==> src/rtl/comet2_fetch_unit.sv <==
// COMET II instruction fetch stage.
// Reads one or two words per instruction from the CPU RAM read port,
// depending on the opcode. It then presents the complete instruction to the
// decoder. The RAM port is given up whenever the execute stage claims it
// (mem_busy). A taken branch (jmp_valid) redirects fetch and discards any
// partially fetched instruction.
//
// Decoder handshake (valid/ready):
//   ir_valid is raised only when a complete instruction sits in ir_*. While
//   ir_valid=1 and ir_ready=0, every ir_* output holds its value. The transfer
//   happens on a rising mclk edge where ir_valid=1 and ir_ready=1. ir_valid
//   never drops without a transfer, except on a redirect or a reset.
//   If a redirect coincides with a transfer, the instruction counts as
//   consumed.
module comet2_fetch_unit #(
    parameter logic [15:0] RESET_PC = 16'h0000
) (
    input  logic        mclk,
    input  logic        rst_n,
    input  logic        mem_busy,
    output logic        mem_re,
    output logic [15:0] mem_raddr,
    input  logic [15:0] mem_rdata,
    input  logic        jmp_valid,
    input  logic [15:0] jmp_addr,
    output logic        ir_valid,
    input  logic        ir_ready,
    output logic [15:0] ir_word1,
    output logic [15:0] ir_word2,
    output logic        ir_two_word,
    output logic [15:0] ir_pc,
    output logic [1:0]  dbg_state
);

    // FETCH1: reading the opcode word; FETCH2: reading the address word;
    // HOLD: complete instruction waiting for the decoder.
    localparam logic [1:0] FETCH1 = 2'd0;
    localparam logic [1:0] FETCH2 = 2'd1;
    localparam logic [1:0] HOLD   = 2'd2;

    logic [1:0]  state;
    logic [15:0] pc;

    logic [1:0]  state_nxt;
    logic [15:0] pc_nxt;
    logic        ir_valid_nxt;
    logic [15:0] ir_word1_nxt;
    logic [15:0] ir_word2_nxt;
    logic        ir_two_word_nxt;
    logic [15:0] ir_pc_nxt;

    logic        fetch_phase;
    logic        op_two_word;
    logic [15:0] pc_inc;

    // Opcodes that carry an address word after the opcode word.
    function automatic logic is_two_word(input logic [7:0] op);
        case (op)
            8'h10, 8'h11, 8'h12,
            8'h20, 8'h21, 8'h22, 8'h23,
            8'h30, 8'h31, 8'h32,
            8'h40, 8'h41,
            8'h50, 8'h51, 8'h52, 8'h53,
            8'h61, 8'h62, 8'h63, 8'h64, 8'h65, 8'h66,
            8'h70, 8'h80, 8'hF0:
                return 1'b1;
            default:
                return 1'b0;
        endcase
    endfunction

    // The read port is used only while fetching, and only when neither the
    // execute stage nor a redirect needs this cycle.
    always_comb begin
        fetch_phase = (state == FETCH1) || (state == FETCH2);
        mem_re      = fetch_phase && !mem_busy && !jmp_valid;
        mem_raddr   = pc;
        op_two_word = is_two_word(mem_rdata[15:8]);
        pc_inc      = pc + 16'd1;
        dbg_state   = state;
    end

    // Next-state logic: a redirect wins over everything else. Otherwise the
    // FSM advances only on a real read or a decoder transfer.
    always_comb begin
        state_nxt       = state;
        pc_nxt          = pc;
        ir_valid_nxt    = ir_valid;
        ir_word1_nxt    = ir_word1;
        ir_word2_nxt    = ir_word2;
        ir_two_word_nxt = ir_two_word;
        ir_pc_nxt       = ir_pc;

        if (jmp_valid) begin
            pc_nxt       = jmp_addr;
            state_nxt    = FETCH1;
            ir_valid_nxt = 1'b0;
        end else begin
            case (state)
                FETCH1: begin
                    if (mem_re) begin
                        ir_word1_nxt = mem_rdata;
                        ir_pc_nxt    = pc;
                        pc_nxt       = pc_inc;
                        if (op_two_word) begin
                            ir_two_word_nxt = 1'b1;
                            state_nxt       = FETCH2;
                        end else begin
                            ir_two_word_nxt = 1'b0;
                            ir_word2_nxt    = 16'h0000;
                            ir_valid_nxt    = 1'b1;
                            state_nxt       = HOLD;
                        end
                    end
                end
                FETCH2: begin
                    if (mem_re) begin
                        ir_word2_nxt = mem_rdata;
                        pc_nxt       = pc_inc;
                        ir_valid_nxt = 1'b1;
                        state_nxt    = HOLD;
                    end
                end
                HOLD: begin
                    if (ir_ready) begin
                        ir_valid_nxt = 1'b0;
                        state_nxt    = FETCH1;
                    end
                end
                default: begin
                    // Unused encoding: recover by restarting fetch at pc.
                    ir_valid_nxt = 1'b0;
                    state_nxt    = FETCH1;
                end
            endcase
        end
    end

    // State and instruction register update, asynchronous active-low reset.
    always_ff @(posedge mclk or negedge rst_n) begin
        if (!rst_n) begin
            state       <= FETCH1;
            pc          <= RESET_PC;
            ir_valid    <= 1'b0;
            ir_word1    <= 16'h0000;
            ir_word2    <= 16'h0000;
            ir_two_word <= 1'b0;
            ir_pc       <= 16'h0000;
        end else begin
            state       <= state_nxt;
            pc          <= pc_nxt;
            ir_valid    <= ir_valid_nxt;
            ir_word1    <= ir_word1_nxt;
            ir_word2    <= ir_word2_nxt;
            ir_two_word <= ir_two_word_nxt;
            ir_pc       <= ir_pc_nxt;
        end
    end

endmodule
==> config.mk <==
export PLATFORM = sky130hd
export DESIGN_NAME = comet2_fetch_unit
export DESIGN_NICKNAME = d
export VERILOG_FILES = /design/src/rtl/comet2_fetch_unit.sv
export SDC_FILE = /design/constraint.sdc
export NUM_CORES = 1
export LEC_CHECK = 0
export CAP_MARGIN = 20
export CORE_MARGIN = 4
export CORE_UTILIZATION = 47
export DETAILED_ROUTE_END_ITERATION = 7
export GPL_TIMING_DRIVEN = 0
export PLACE_DENSITY = 0.83
export RECOVER_POWER = 25
export SLEW_MARGIN = 20
export SYNTH_ARGS = -nofsm -noshare
export SYNTH_HDL_FRONTEND = slang
export SYNTH_SLANG_ARGS = --single-unit
==> constraint.sdc <==
create_clock -name mclk -period 3.8 [get_ports mclk]
set_input_delay 1.14 -clock mclk [delete_from_list [all_inputs] [get_ports mclk]]
set_output_delay 1.14 -clock mclk [all_outputs]
set_load 0.02 [all_outputs]
==> run_summary.xml <==
<?xml version="1.0" encoding="UTF-8"?>
<metrics>
  <group name="placed_design">
    <metric name="final_wtd_congestion" unit="">0.762</metric>
    <metric name="placedCellCount" unit="">418</metric>
    <metric name="place.detailed.hpwl" unit="um">5680</metric>
    <metric name="preCtsSetupSlack" unit="ns">-0.147</metric>
    <metric name="port_buffers" unit="">104</metric>
    <metric name="dpl_cell_area" unit="um^2">4090</metric>
  </group>
  <group name="layout">
    <metric name="multiInputGateArea" unit="um^2">1180</metric>
    <metric name="final_cells" unit="">433</metric>
    <metric name="diodes" unit="">0</metric>
    <metric name="layout-drive-gt1-share" unit="%">19.0</metric>
    <metric name="nNetsFinal" unit="">392</metric>
    <metric name="seqCellArea" unit="um^2">1700</metric>
    <metric name="num-fill-cells" unit="">412</metric>
    <metric name="final_common_cell" unit="">clkdlybuf4s50_1</metric>
    <metric name="areaGrowthSynthToFinish" unit="%">45.7</metric>
    <metric name="final_area" unit="um^2">4290</metric>
    <metric name="mostFrequentLayoutCells" unit="">clkdlybuf4s50_1 (102), dfrtp_1 (68), mux2_2 (33)</metric>
  </group>
  <group name="synthesis">
    <metric name="number_of_enable_type_register_cells_in_the_synthesized_netlist" unit="">0</metric>
    <metric name="synth-seq-area-share" unit="%">57.8</metric>
    <metric name="register_bit_count_reported_by_yosys" unit="">68</metric>
    <metric name="synthTopCellsByArea" unit="">dfrtp_1 (58%), mux2_2 (13%), a22o_2 (3.1%)</metric>
    <metric name="netlist-cell-type-count" unit="">35</metric>
    <metric name="syn_avg_cell_area" unit="um^2">12.4</metric>
    <metric name="synth_top_area_share" unit="%">57.8</metric>
    <metric name="postSynthNetCount" unit="">276</metric>
    <metric name="most_common_flop_cell_mapped_by_yosys" unit="">dfrtp_1</metric>
    <metric name="post_synth_inst_count" unit="">238</metric>
    <metric name="async_reset_ff_share" unit="%">100</metric>
    <metric name="post_synth_instance_area" unit="um^2">2940</metric>
    <metric name="netlist.top_cell.by_area" unit="">dfrtp_1</metric>
    <metric name="yosys_warnings" unit="">0</metric>
  </group>
  <group name="floorplanning">
    <metric name="core_area" unit="um^2">5990</metric>
    <metric name="start_util" unit="%">49.1</metric>
    <metric name="die_extent_in_y" unit="um">87.1</metric>
    <metric name="top_level_ports" unit="">106</metric>
    <metric name="die_area" unit="um^2">7590</metric>
    <metric name="rows" unit="">28</metric>
    <metric name="floorplan.die.width" unit="um">87.1</metric>
  </group>
  <group name="clock_tree">
    <metric name="cts_num_sinks" unit="">68</metric>
    <metric name="cts_hold_repair.buffers" unit="">0</metric>
    <metric name="clock_latency" unit="ns">0.34</metric>
    <metric name="maximum_level_of_the_cts_h_tree" unit="">3</metric>
    <metric name="cts_tree" unit="">yes</metric>
    <metric name="cts_setup_buffers" unit="">0</metric>
    <metric name="cts-root-buf" unit="">clkbuf_8</metric>
    <metric name="ctsLongestPathBuffers" unit="">2</metric>
    <metric name="cts_buffers" unit="">9</metric>
    <metric name="cts_clock_pin_slew_for_the_worst_setup_and_hold_paths" unit="ns">0.07</metric>
  </group>
  <group name="worst_setup_path">
    <metric name="crit_required" unit="ns">2.66</metric>
    <metric name="end_kind" unit="">output pin</metric>
    <metric name="ff2ff_setup_slack" unit="ns">1.50</metric>
    <metric name="type_of_the_worst_setup_path" unit="">primary input to output pin</metric>
    <metric name="critical_path_arrival" unit="ns">2.24</metric>
    <metric name="worst_r2r_start" unit="">dbg_state[1]</metric>
    <metric name="start_kind" unit="">primary input</metric>
    <metric name="worst_path_max_fanout" unit="">6</metric>
    <metric name="r2r.worst_path.cells" unit="">4</metric>
    <metric name="r2r_end" unit="">ir_pc[10]</metric>
  </group>
  <group name="power_and_ir_drop">
    <metric name="clock_power_share" unit="%">28.9</metric>
    <metric name="seq_power_share" unit="%">42.5</metric>
    <metric name="total_power" unit="W">0.00213</metric>
    <metric name="cell_int_power" unit="W">0.00151</metric>
    <metric name="sw_frac_of_total" unit="%">29.2</metric>
    <metric name="power_per_unit_of_standard_cell_area" unit="nW/um^2">496</metric>
    <metric name="ir_worst_vdd" unit="V">0.000304</metric>
    <metric name="power.static_leakage" unit="nW">1.79</metric>
    <metric name="netSwitchingPower" unit="W">0.000621</metric>
    <metric name="comb_power_share" unit="%">28.6</metric>
  </group>
  <group name="routing">
    <metric name="routedLengthMet1" unit="um">3120</metric>
    <metric name="wl_met2" unit="um">3790</metric>
    <metric name="drt_pre_antenna_iters" unit="">4</metric>
    <metric name="initialDrtViolationCount" unit="">87</metric>
    <metric name="wirelength" unit="um">7630</metric>
    <metric name="detail_route.drc_violations" unit="">0</metric>
    <metric name="drtAntennaViolNets" unit="">0</metric>
    <metric name="avgViaCountPerCell" unit="">5.40</metric>
    <metric name="num_vias" unit="">2339</metric>
    <metric name="wire_per_inst" unit="um">17.6</metric>
    <metric name="met3_wirelength" unit="um">503</metric>
    <metric name="top_signal_layer_used" unit="">met4</metric>
  </group>
  <group name="timing">
    <metric name="layout_min_cycle_time" unit="ns">3.38</metric>
    <metric name="timing.final.hold_violations" unit="">0</metric>
    <metric name="maxSlewViolCount" unit="">34</metric>
    <metric name="rsz0062_at_grt" unit="">false</metric>
    <metric name="final.setup.worst_slack" unit="ns">0.418</metric>
    <metric name="worst_clock_skew" unit="ns">0.00569</metric>
    <metric name="slew_headroom" unit="%">-13.4</metric>
    <metric name="hold_slack" unit="ns">0.505</metric>
    <metric name="finalSetupViolCount" unit="">0</metric>
    <metric name="max_slew.worst_pin.slew" unit="ns">1.70</metric>
    <metric name="max_freq" unit="MHz">296</metric>
    <metric name="fin_crit_sh" unit="%">89.0</metric>
  </group>
  <group name="status">
    <metric name="run_status" unit="">finished, violations left</metric>
    <metric name="violations" unit="">capacitance limit, slew limit</metric>
  </group>
  <group name="worst_hold_path">
    <metric name="hold_start" unit="">ir_pc[6]</metric>
    <metric name="hold-path-endpoint" unit="">ir_pc[6]</metric>
    <metric name="timing.hold.worst.class" unit="">flip-flop to flip-flop</metric>
    <metric name="hold_crit_depth" unit="">1</metric>
  </group>
  <group name="grt">
    <metric name="overall_overflow_remaining_after_global_route" unit="">0</metric>
    <metric name="grt_antenna_before_repair" unit="">0</metric>
    <metric name="grt_max_degree" unit="">37</metric>
    <metric name="first_global_vias" unit="">2529</metric>
    <metric name="wire_length_of_the_first_global_routing_pass" unit="um">12600</metric>
    <metric name="groute.usage.overall" unit="%">21.7</metric>
  </group>
  <group name="job">
    <metric name="maxCapViolCount" unit="">1</metric>
  </group>
</metrics>
==> metrics by stage <==
step | TNS [ns] | util, %
CTS | 0 | 71.8
global route | 0 | 71.5
detailed placement | -0.147 | 68.3
finish | 0 | 71.5
global placement | -41.96 | 68.0
floorplan | 0 | -
==> flip-flops by register name, summed over array words and instances, names as in the netlist <==
signal and flops:
ir_word2 16, ir_two_word 1, mem_raddr 16, dbg_state 2, ir_pc 16, ir_word1 16, ir_valid 1
==> critical path, stage by stage <==
cell	delay [ns]
clkdlybuf4s50_1	0.52
nor3_2	0.28
dlymetal6s2s_1	0.29
==> synth_stat cells (2+ instances only) <==
| master | instances |
|---|---|
| clkbuf_1 | 4 |
| xor2_1 | 5 |
| nand4_1 | 4 |
| o21ai_0 | 17 |
| a22o_1 | 7 |
| nor2b_1 | 4 |
| and3_1 | 3 |
| xnor2_1 | 10 |
| dfrtp_1 | 68 |
| o311ai_1 | 2 |
| a22o_2 | 9 |
| mux2_2 | 33 |
| inv_1 | 3 |
| and2_1 | 3 |
| nand2_1 | 23 |
| buf_2 | 6 |
| nand3_1 | 6 |
| nor3_1 | 4 |
| a21oi_1 | 4 |
| nor2_1 | 8 |
==> cell type report <==
cell class	instances	share of cell area [%]
clock inverters	1	0.701
flip-flops and latches	68	39.7
well taps	75	2.19
clock buffers	14	4.03
multi-input cells	156	27.5
plain buffers	11	1.31
repair buffers	105	24.3
inverters	3	0.263
==> layer usage <==
metal | global-route usage (%) | up-vias
met5 | 0 | -
met4 | 9.90 | 0
met3 | 5.58 | 17
met2 | 35.6 | 84
met1 | 27.0 | 1156
li1 | - | 1082
==> logic make-up (layout without fill, tap and decap cells) <==
family / Yosys count / after routing / share of synthesized area, %
AND/OR/NAND/NOR: 61 / 61 / 10.5
flip-flops: 68 / 68 / 57.8
buffers and inverters: 14 / 134 / 2.30
XOR/XNOR: 15 / 15 / 4.47
adder cells (fa/ha/maj): 1 / 1 / 0.425
multiplexers: 34 / 34 / 13.0
AO/OA/AOI/OAI: 45 / 45 / 11.5
==> power by group through the flow <==
stage	logic [W]	registers, W	clock network [W]
final	0.000609	0.000904	0.000614
after global routing	0.000649	0.000921	0.000660
after CTS	0.000619	0.000905	0.000624
after detailed placement	0.000616	0.000917	0
after global placement	0.000601	0.000910	0
after floorplan	0.000153	0.00105	0
==> worst max path at each step <==
stage,from,endpoint,slack [ns],depth (start not counted)
final,mem_busy,mem_re,0.42,3
after floorplan,jmp_valid,mem_re,0.67,2
after detailed placement,mem_busy,mem_re,-0.15,3
after global routing,mem_busy,mem_re,0.37,3
after global placement,rst_n,ir_pc[7],-0.62,1
after CTS,mem_busy,mem_re,0.01,3
==> timing repair <==
action,4_1_cts,5_1_grt
setup endpoints to repair,1,1
endpoints found under the hold margin,0,0
cloned,0,0
gates resized for setup,1,1
(Power assumes the default switching activity.)
